$ cat config.mk
export PLATFORM = sky130hd
export DESIGN_NAME = ps2_host_tx
export DESIGN_NICKNAME = d
export VERILOG_FILES = /design/src/rtl/ps2_host_tx.sv
export SDC_FILE = /design/constraint.sdc
export NUM_CORES = 1
export LEC_CHECK = 0
export ABC_CLOCK_PERIOD_IN_PS = 2400
export CORE_MARGIN = 10
export CORE_UTILIZATION = 55
export CTS_BUF_LIST = sky130_fd_sc_hd__clkbuf_8
export CTS_CLUSTER_DIAMETER = 100
export DETAILED_ROUTE_END_ITERATION = 8
export PLACE_DENSITY = 0.81
export SLEW_MARGIN = 5
export SYNTH_ARGS = -nofsm -noshare
export SYNTH_HDL_FRONTEND = slang
export SYNTH_SLANG_ARGS = --single-unit
$ cat constraint.sdc
create_clock -name clk -period 2.4 [get_ports clk]
set_clock_uncertainty 0.2 [all_clocks]
set_input_delay 0.6 -clock clk [delete_from_list [all_inputs] [get_ports clk]]
set_output_delay 0.6 -clock clk [all_outputs]
set_load 0.005 [all_outputs]
$ cat src/rtl/ps2_host_tx.sv
// Host-to-device PS/2 command transmitter.
// Drives PS2_CLK/PS2_DAT open-drain through output enables and reports ACK, NACK or timeout.
module ps2_host_tx #(
   parameter int INHIBIT_CYCLES = 5000,
   parameter int REQ_CYCLES     = 250,
   parameter int TIMEOUT_CYCLES = 750000
) (
   input  logic       clk,
   input  logic       reset,
   input  logic       start,
   input  logic [7:0] din,
   input  logic       ps2_clk_in,
   input  logic       ps2_dat_in,
   output logic       ps2_clk_oe,
   output logic       ps2_dat_oe,
   output logic       busy,
   output logic       done,
   output logic       error
);

   localparam int MAX_A      = (INHIBIT_CYCLES > REQ_CYCLES) ? INHIBIT_CYCLES : REQ_CYCLES;
   localparam int MAX_CYCLES = (MAX_A > TIMEOUT_CYCLES) ? MAX_A : TIMEOUT_CYCLES;
   localparam int CNT_W      = $clog2(MAX_CYCLES + 1);

   typedef enum logic [2:0] {
      S_IDLE,
      S_INHIBIT,
      S_REQ,
      S_BITS,
      S_ACK,
      S_WAIT_IDLE,
      S_DONE
   } state_t;

   state_t           r_state;
   state_t           w_state_next;
   logic             r_clk_s1;
   logic             r_clk_s2;
   logic             r_dat_s1;
   logic             r_dat_s2;
   logic             r_clk_prev;
   logic [10:0]      r_shift;
   logic [3:0]       r_edge_cnt;
   logic [CNT_W-1:0] r_cnt;
   logic             r_error;

   logic w_fall;
   logic w_load;
   logic w_shift;
   logic w_cnt_clr;
   logic w_err_set;
   logic w_ack_sample;
   logic w_inh_last;
   logic w_req_last;
   logic w_timeout;

   assign w_fall     = r_clk_prev & ~r_clk_s2;
   assign w_inh_last = (r_cnt == CNT_W'(INHIBIT_CYCLES - 1));
   assign w_req_last = (r_cnt == CNT_W'(REQ_CYCLES - 1));
   assign w_timeout  = (r_cnt == CNT_W'(TIMEOUT_CYCLES - 1));

   always_ff @(posedge clk) begin
      if (reset) begin
         r_state <= S_IDLE;
      end else begin
         r_state <= w_state_next;
      end
   end

   // Outputs are decoded from state so the reset state releases both lines.
   always_comb begin
      w_state_next = r_state;
      w_load       = 1'b0;
      w_shift      = 1'b0;
      w_cnt_clr    = 1'b0;
      w_err_set    = 1'b0;
      w_ack_sample = 1'b0;
      ps2_clk_oe   = 1'b0;
      ps2_dat_oe   = 1'b0;
      busy         = 1'b0;
      done         = 1'b0;
      error        = 1'b0;
      case (r_state)
         S_IDLE: begin
            if (start) begin
               w_load       = 1'b1;
               w_cnt_clr    = 1'b1;
               w_state_next = S_INHIBIT;
            end
         end
         S_INHIBIT: begin
            busy       = 1'b1;
            ps2_clk_oe = 1'b1;
            if (w_inh_last) begin
               w_cnt_clr    = 1'b1;
               w_state_next = S_REQ;
            end
         end
         S_REQ: begin
            busy       = 1'b1;
            ps2_clk_oe = 1'b1;
            ps2_dat_oe = 1'b1;
            if (w_req_last) begin
               w_cnt_clr    = 1'b1;
               w_state_next = S_BITS;
            end
         end
         S_BITS: begin
            busy       = 1'b1;
            ps2_dat_oe = ~r_shift[0];
            // A falling edge takes priority over a coincident timeout.
            if (w_fall) begin
               w_shift   = 1'b1;
               w_cnt_clr = 1'b1;
               if (r_edge_cnt == 4'd9) begin
                  w_state_next = S_ACK;
               end
            end else if (w_timeout) begin
               w_err_set    = 1'b1;
               w_state_next = S_DONE;
            end
         end
         S_ACK: begin
            busy = 1'b1;
            if (w_fall) begin
               w_ack_sample = 1'b1;
               w_cnt_clr    = 1'b1;
               w_state_next = S_WAIT_IDLE;
            end else if (w_timeout) begin
               w_err_set    = 1'b1;
               w_state_next = S_DONE;
            end
         end
         S_WAIT_IDLE: begin
            busy = 1'b1;
            if (r_clk_s2 && r_dat_s2) begin
               w_state_next = S_DONE;
            end else if (w_timeout) begin
               w_err_set    = 1'b1;
               w_state_next = S_DONE;
            end
         end
         S_DONE: begin
            busy         = 1'b1;
            done         = 1'b1;
            error        = r_error;
            w_state_next = S_IDLE;
         end
         default: begin
            w_state_next = S_IDLE;
         end
      endcase
   end

   always_ff @(posedge clk) begin
      if (reset) begin
         // Synchronizers reset to the idle bus level so no false edge follows reset.
         r_clk_s1   <= 1'b1;
         r_clk_s2   <= 1'b1;
         r_dat_s1   <= 1'b1;
         r_dat_s2   <= 1'b1;
         r_clk_prev <= 1'b1;
         r_shift    <= '0;
         r_edge_cnt <= '0;
         r_cnt      <= '0;
         r_error    <= 1'b0;
      end else begin
         r_clk_s1   <= ps2_clk_in;
         r_clk_s2   <= r_clk_s1;
         r_dat_s1   <= ps2_dat_in;
         r_dat_s2   <= r_dat_s1;
         r_clk_prev <= r_clk_s2;

         // Frame LSB first: start 0, data, odd parity, stop 1.
         if (w_load) begin
            r_shift    <= {1'b1, ~^din, din, 1'b0};
            r_edge_cnt <= '0;
         end else if (w_shift) begin
            r_shift    <= {1'b1, r_shift[10:1]};
            r_edge_cnt <= r_edge_cnt + 4'd1;
         end

         if (w_cnt_clr) begin
            r_cnt <= '0;
         end else begin
            r_cnt <= r_cnt + CNT_W'(1);
         end

         if (w_load) begin
            r_error <= 1'b0;
         end else if (w_err_set) begin
            r_error <= 1'b1;
         end else if (w_ack_sample) begin
            r_error <= r_dat_s2;
         end
      end
   end

endmodule

# After elaboration in Yosys (flattened, before gate mapping)
# Index checks and enable logic that the tools add are counted.
# W data, S select, Z words.
word_totals:
  word_cells: 71
  out_inout_bits: 5
  regBits: 44
  in_bits: 13
classes:
  n_mux: 30
  bitwise: 3
  n_eq_ne: 14
  n_addsub: 2
  reduce_logical: 11
op_table:
  columns: ["op", "n"]
  rows:
  - ["$mux W3", 8]
  - ["$mux W11", 2]
  - ["$add A20 B1 Y20 const B", 1]
  - ["$eq A20 B13 Y1 const B", 1]
  - ["$eq A20 B20 Y1 const B", 1]
  - ["$eq A20 B8 Y1 const B", 1]
  - ["$pmux W3 S6", 1]
  - ["$mux W1", 16]
  - ["$eq A3 B3 Y1 const B", 3]
  - ["$reduce_or A2 Y1", 4]
  - ["$reduce_xnor A8 Y1", 1]
  - ["$eq A3 B2 Y1 const B", 2]
  - ["$ne A2 B2 Y1 const B", 3]
  - ["$reduce_or A6 Y1", 1]
  - ["$add A4 B1 Y4 const B", 1]
  - ["$eq A4 B4 Y1 const B", 1]
  - ["$pmux W1 S2", 2]
  - ["$pmux W1 S4", 1]
  - ["$reduce_and A4 Y1", 1]
  - ["$reduce_bool A2 Y1", 2]
  - ["$eq A3 B1 Y1 const B", 1]
  - ["$logic_not A3 Y1", 1]
  - ["$ne A3 B3 Y1 const B", 1]
  - ["$not A1 Y1", 2]
  - ["other kinds (2)", 2]

# Logic depth before layout (Yosys ltp)
logic_depth:
  ltp_word: 6
  ltp_mapped: 8
  ltp_nobuf: 6

# Least setup slack after synthesis
# OpenSTA, ideal clock, no wires.
synth_path:
  path_kind: "register to register"
  start: "reg r_cnt[0]"
  end: "reg r_error"
  stages_incl_launch_ff: 8
  arrival_ps: 1735
  path_slack_ps: 395
  path_buffers: 1
  setup_ps: 71
  synth_period_minus_slack_ps: 2005
  required_time_ps: 2129
  path_cell_list: "dfxtp_1 ha_1 and2_1 buf_2 nand4_1 or2_0 or4_1 a21oi_1"
synth_via:
  elab_chain_cells: 5
  elab_cells_between_ends: 7
  classes_between: "eq/ne (1); mux (5); reduce/logical (1)"
synth_lines:
  columns: ["item", "line", "source"]
  rows:
  - ["start, declared", "44", "logic [CNT_W-1:0] r_cnt;"]
  - ["start signal, assigned", "186", "r_cnt <= r_cnt + CNT_W'(1);"]
  - ["$eq A20 B20 Y1 *", "60", "assign w_timeout = (r_cnt == CNT_W'(TIMEOUT_CYCLES - 1));"]
  - ["$mux W1 *", "118, 129, 138", null]
  - ["$mux W1 (on tied branches)", "136, 112", null]
  - ["$pmux W1 S2 *", "83", "case (r_state)"]
  - ["$mux W1 / $reduce_bool A2 Y1 (equally long branches)", null, null]
  - ["end signal, assigned", "194", "r_error <= r_dat_s2;"]
  - ["end, declared", "45", "logic r_error;"]
# Every way passes the cells marked *; elsewhere a longest branch is shown, timed or not.
# A chain may end at the register's enable or synchronous reset.

# Worst setup path after layout
layout_path:
  start: "reg r_state[2]"
  end: "out ps2_clk_oe"
layout_via:
  elab_chain_cells: 3
  elab_cells_between_ends: 4
  classes_between: "eq/ne (2); mux (1); reduce/logical (1)"
layout_lines:
  columns: ["item", "line", "source"]
  rows:
  - ["start, declared", "35", "state_t r_state;"]
  - ["start signal, assigned", "66", "r_state <= w_state_next;"]
  - ["$eq A3 B2 Y1 / $eq A3 B1 Y1 (equally long branches)", "83", null]
  - ["$reduce_or A2 Y1 (no source line) *", null, null]
  - ["$mux W1 *", "83", null]
  - ["end, declared", "14", "output logic ps2_clk_oe,"]
# Marks and branches as above.

==> impl_results.md <==
- Status: completed
- Switching Share: 29.5%
- Compound-Gate Fraction of Synth Area: a little over a tenth
- Drt first-iter violations: ~120
- Fmax: 427 MHz
- CTS tree: yes
- Final nets: 301
- Met3 routed WL: between 200 and 250 um
- Area after DPL: 2500 um2
- Final instance area: 2650 um2
- Cts hold-fix bufs: 0
- Final setup fails: 0
- Max Transition Viols Final: 0
- DRC viols: 0
- Global route total overflow: 0
- Final non-filler cell total: about 340
- Setup Buffers After CTS: 0
- Net count of the mapped netlist: 283
- Hold Vio Cnt, Final: 0
- Maxcap violations: 0
- CP startpoint kind: flop
- R2R Path Start: r_cnt[0]
- Clock power frac: 30.5%
- Antenna diodes: 0
- RD Place Congestion: ~0.79
- Kind of critical path: flop to output port
- Per-cell routed wire length: 14.0 um
- Vias in the first global route: 1,890
- Power per cell area: 773 nW/um2
- Cell Int Power: ~1.4 mW
- Clock latency on the worst-skew pair: 0.30 ns
- Number of CTS-inserted buffers: 5
- Vias per cell: 5.74
- Die X: 84.2 um
- I/O pins: 18
- Metal2 WL: between 2000 and 2500 um
- Netlist cell types: 44
- Xor/xnor cell area share of the yosys netlist: a little over a tenth
- Worst EP arrival: roughly 1.5 ns
- CTS sink cnt: 44
- Mapped cell area: 2260 um2
- Comb pwr share: 26.4%
- Core Region: 4000 um2
- Dpl hpwl: 3290 um
- Clock slew seen by the registers of the worst setup and hold paths: 0.08 ns
- FILL cells: around 340
- Most common cell after layout, fill and taps aside: nor2_1
- Min cycle time layout: 2.34 ns
- Endpoint class of the critical path: output port
- Die Height: approximately 84 um
- Switching pwr: between 0.6 and 0.7 mW
- Initial antenna violation count: 0
- Worst hold start: r_clk_s1
- Seq/Total Area, Yosys: between 30 and 40%
- Port Buffers: 17
- Sequential fraction of design power: 43.1%
- First-pass GRT wire length: 8420 um
- Yosys reg bits: between 40 and 50
- Type of the most critical hold path: flop to flop
- Clock root cell: clkbuf_8
- Top sig layer: met4
- TritonRoute pass-1 iters: 5
- Cell Count Post-Placement: 327
- Hold Worst Slack: 0.216 ns
- CP max FO: 6
- Setup crit start: r_state[2]
- Async SR Flop Fraction: 0%
- Largest net degree at the start of global routing: 21
- Mux cell area share after synthesis: 5.30%
- H-tree depth: 2
- Syn-to-layout area delta: 16.9%
- Post-synth EDFFs: 0
- Starting Density: 56.6%
- Ys Warns: 0
- DR vias: 1,922
- Required @ worst endpoint: 1.60 ns
- GRT Total Usage: 13.9%
- Period utilisation layout: a little over nine tenths
- Clock buffer depth: 2
- Final core occ: about two thirds
- DRT met1 WL: 2070 um
- Rel. slew slack: 70.5%
- Main combinational cell family by area after synthesis: simple AND/OR/NAND/NOR gates
- Most frequent cells in the layout: 49 x nor2_1, 41 x dfxtp_1, 20 x xnor2_1, 16 x clkdlybuf4s50_1, 14 x nand2_1
- Maximum vdd ir drop: 0.452 mV
- Row count: 23
- Worst-margin pin slew: 0.438 ns
- RSZ-0062 raised after global routing: yes
- Share of cells above drive strength 1: 12.3%
- Avg Cell Area, Syn: approximately 8.5 um2
- Post-Synth Adder-Cell Area: roughly 2.2%
- Total negative slack: 0 ns
- Die Area: 7080 um2
- Total Wirelength: 4700 um
- Detail Route Antenna Nets: 0
- Leak: between 0.9 and 1 nW
- Simple-gate area share of the yosys netlist: 27.1%
- Most common flop cell mapped by yosys: dfxtp_1
- Synthesized netlist cell count: roughly 270
## per-stage QoR
stage               setup slack (ns)  total power, mW
floorplan                      0.395             1.22
global placement               0.116             1.40
detailed placement            0.0719             1.42
CTS                           0.0219             2.04
global route                 -0.0342             2.17
finish                        0.0573             2.05
## worst max-delay path, cell delays in order, from the launching register on
cell             delay [ns]
dfxtp_2                0.38
nor2_1                 0.23
a21o_1                 0.15
clkdlybuf4s50_1        0.49
## state kept, by name (all words and copies together) (netlist names)
register / count
r_edge_cnt: 4
r_cnt: 20
r_clk_s2: 1
r_clk_s1: 1
r_dat_s1: 1
r_state: 3
r_shift: 11
r_error: 1
r_clk_prev: 1
r_dat_s2: 1
## cells in the mapped netlist, drive strengths merged (5+ instances only)
| cell | instances | area [um2] |
|---|---|---|
| nor2 | 50 | 188 |
| dfxtp | 44 | 881 |
| xnor2 | 20 | 175 |
| nand2 | 14 | 52.6 |
| mux2i | 12 | 120 |
| a211oi | 10 | 75.1 |
| nand3 | 10 | 50.1 |
| buf | 9 | 53.8 |
| clkbuf | 8 | 30.0 |
| inv | 8 | 30.0 |
| nor3 | 8 | 51.3 |
| xor2 | 8 | 70.1 |
| nand4 | 7 | 43.8 |
| a21oi | 6 | 30.0 |
| or2 | 6 | 37.5 |
| and3 | 5 | 31.3 |
## what timing repair did
action                                  CTS  global route
endpoints found under the hold margin     0             0
endpoints found under the setup margin    3             3
resized for setup                         5             5
## worst paths after layout
kind / endpoint / slack (ns) / cells after the start
setup / recovery: ps2_clk_oe / 0.06 / 3
hold / removal: r_clk_s2 / 0.22 / 1
setup reg to reg: r_cnt[12] / 0.20 / 7
hold reg to reg: r_clk_s2 / 0.22 / 1
## layer usage
metal	global-route usage, %	vias up
met2	22.9	46
met5	0	-
li1	-	951
met4	6.24	0
met1	16.3	918
met3	3.77	7
## final cells by class
| class | count | area, um2 | area share, % |
|---|---|---|---|
| sequential | 44 | 887 | 33.5 |
| clock buffer | 7 | 96.3 | 3.64 |
| multi-input combinational | 197 | 1280 | 48.5 |
| timing repair buffer | 28 | 255 | 9.65 |
| tap | 50 | 62.6 | 2.36 |
| inverter | 8 | 32.5 | 1.23 |
| clock inverter | 1 | 30.0 | 1.13 |
## power groups by stage
stage               registers (mW)  logic (mW)  clock network (mW)
CTS                          0.875       0.539               0.631
detailed placement           0.886       0.530                   0
global route                 0.893       0.613               0.664
floorplan                    0.851       0.370                   0
global placement             0.883       0.520                   0
finish                       0.883       0.540               0.624
## cell families after synthesis
kind of cell               Yosys count
buffers and inverters               25
muxes                               12
adders and majority gates            4
xor gates and xnor gates            28
DFF                                 44
AOI/OAI and AO/OA                   34
and+or+nand+nor                    119
Note: power is estimated with default switching activity, not from simulation.
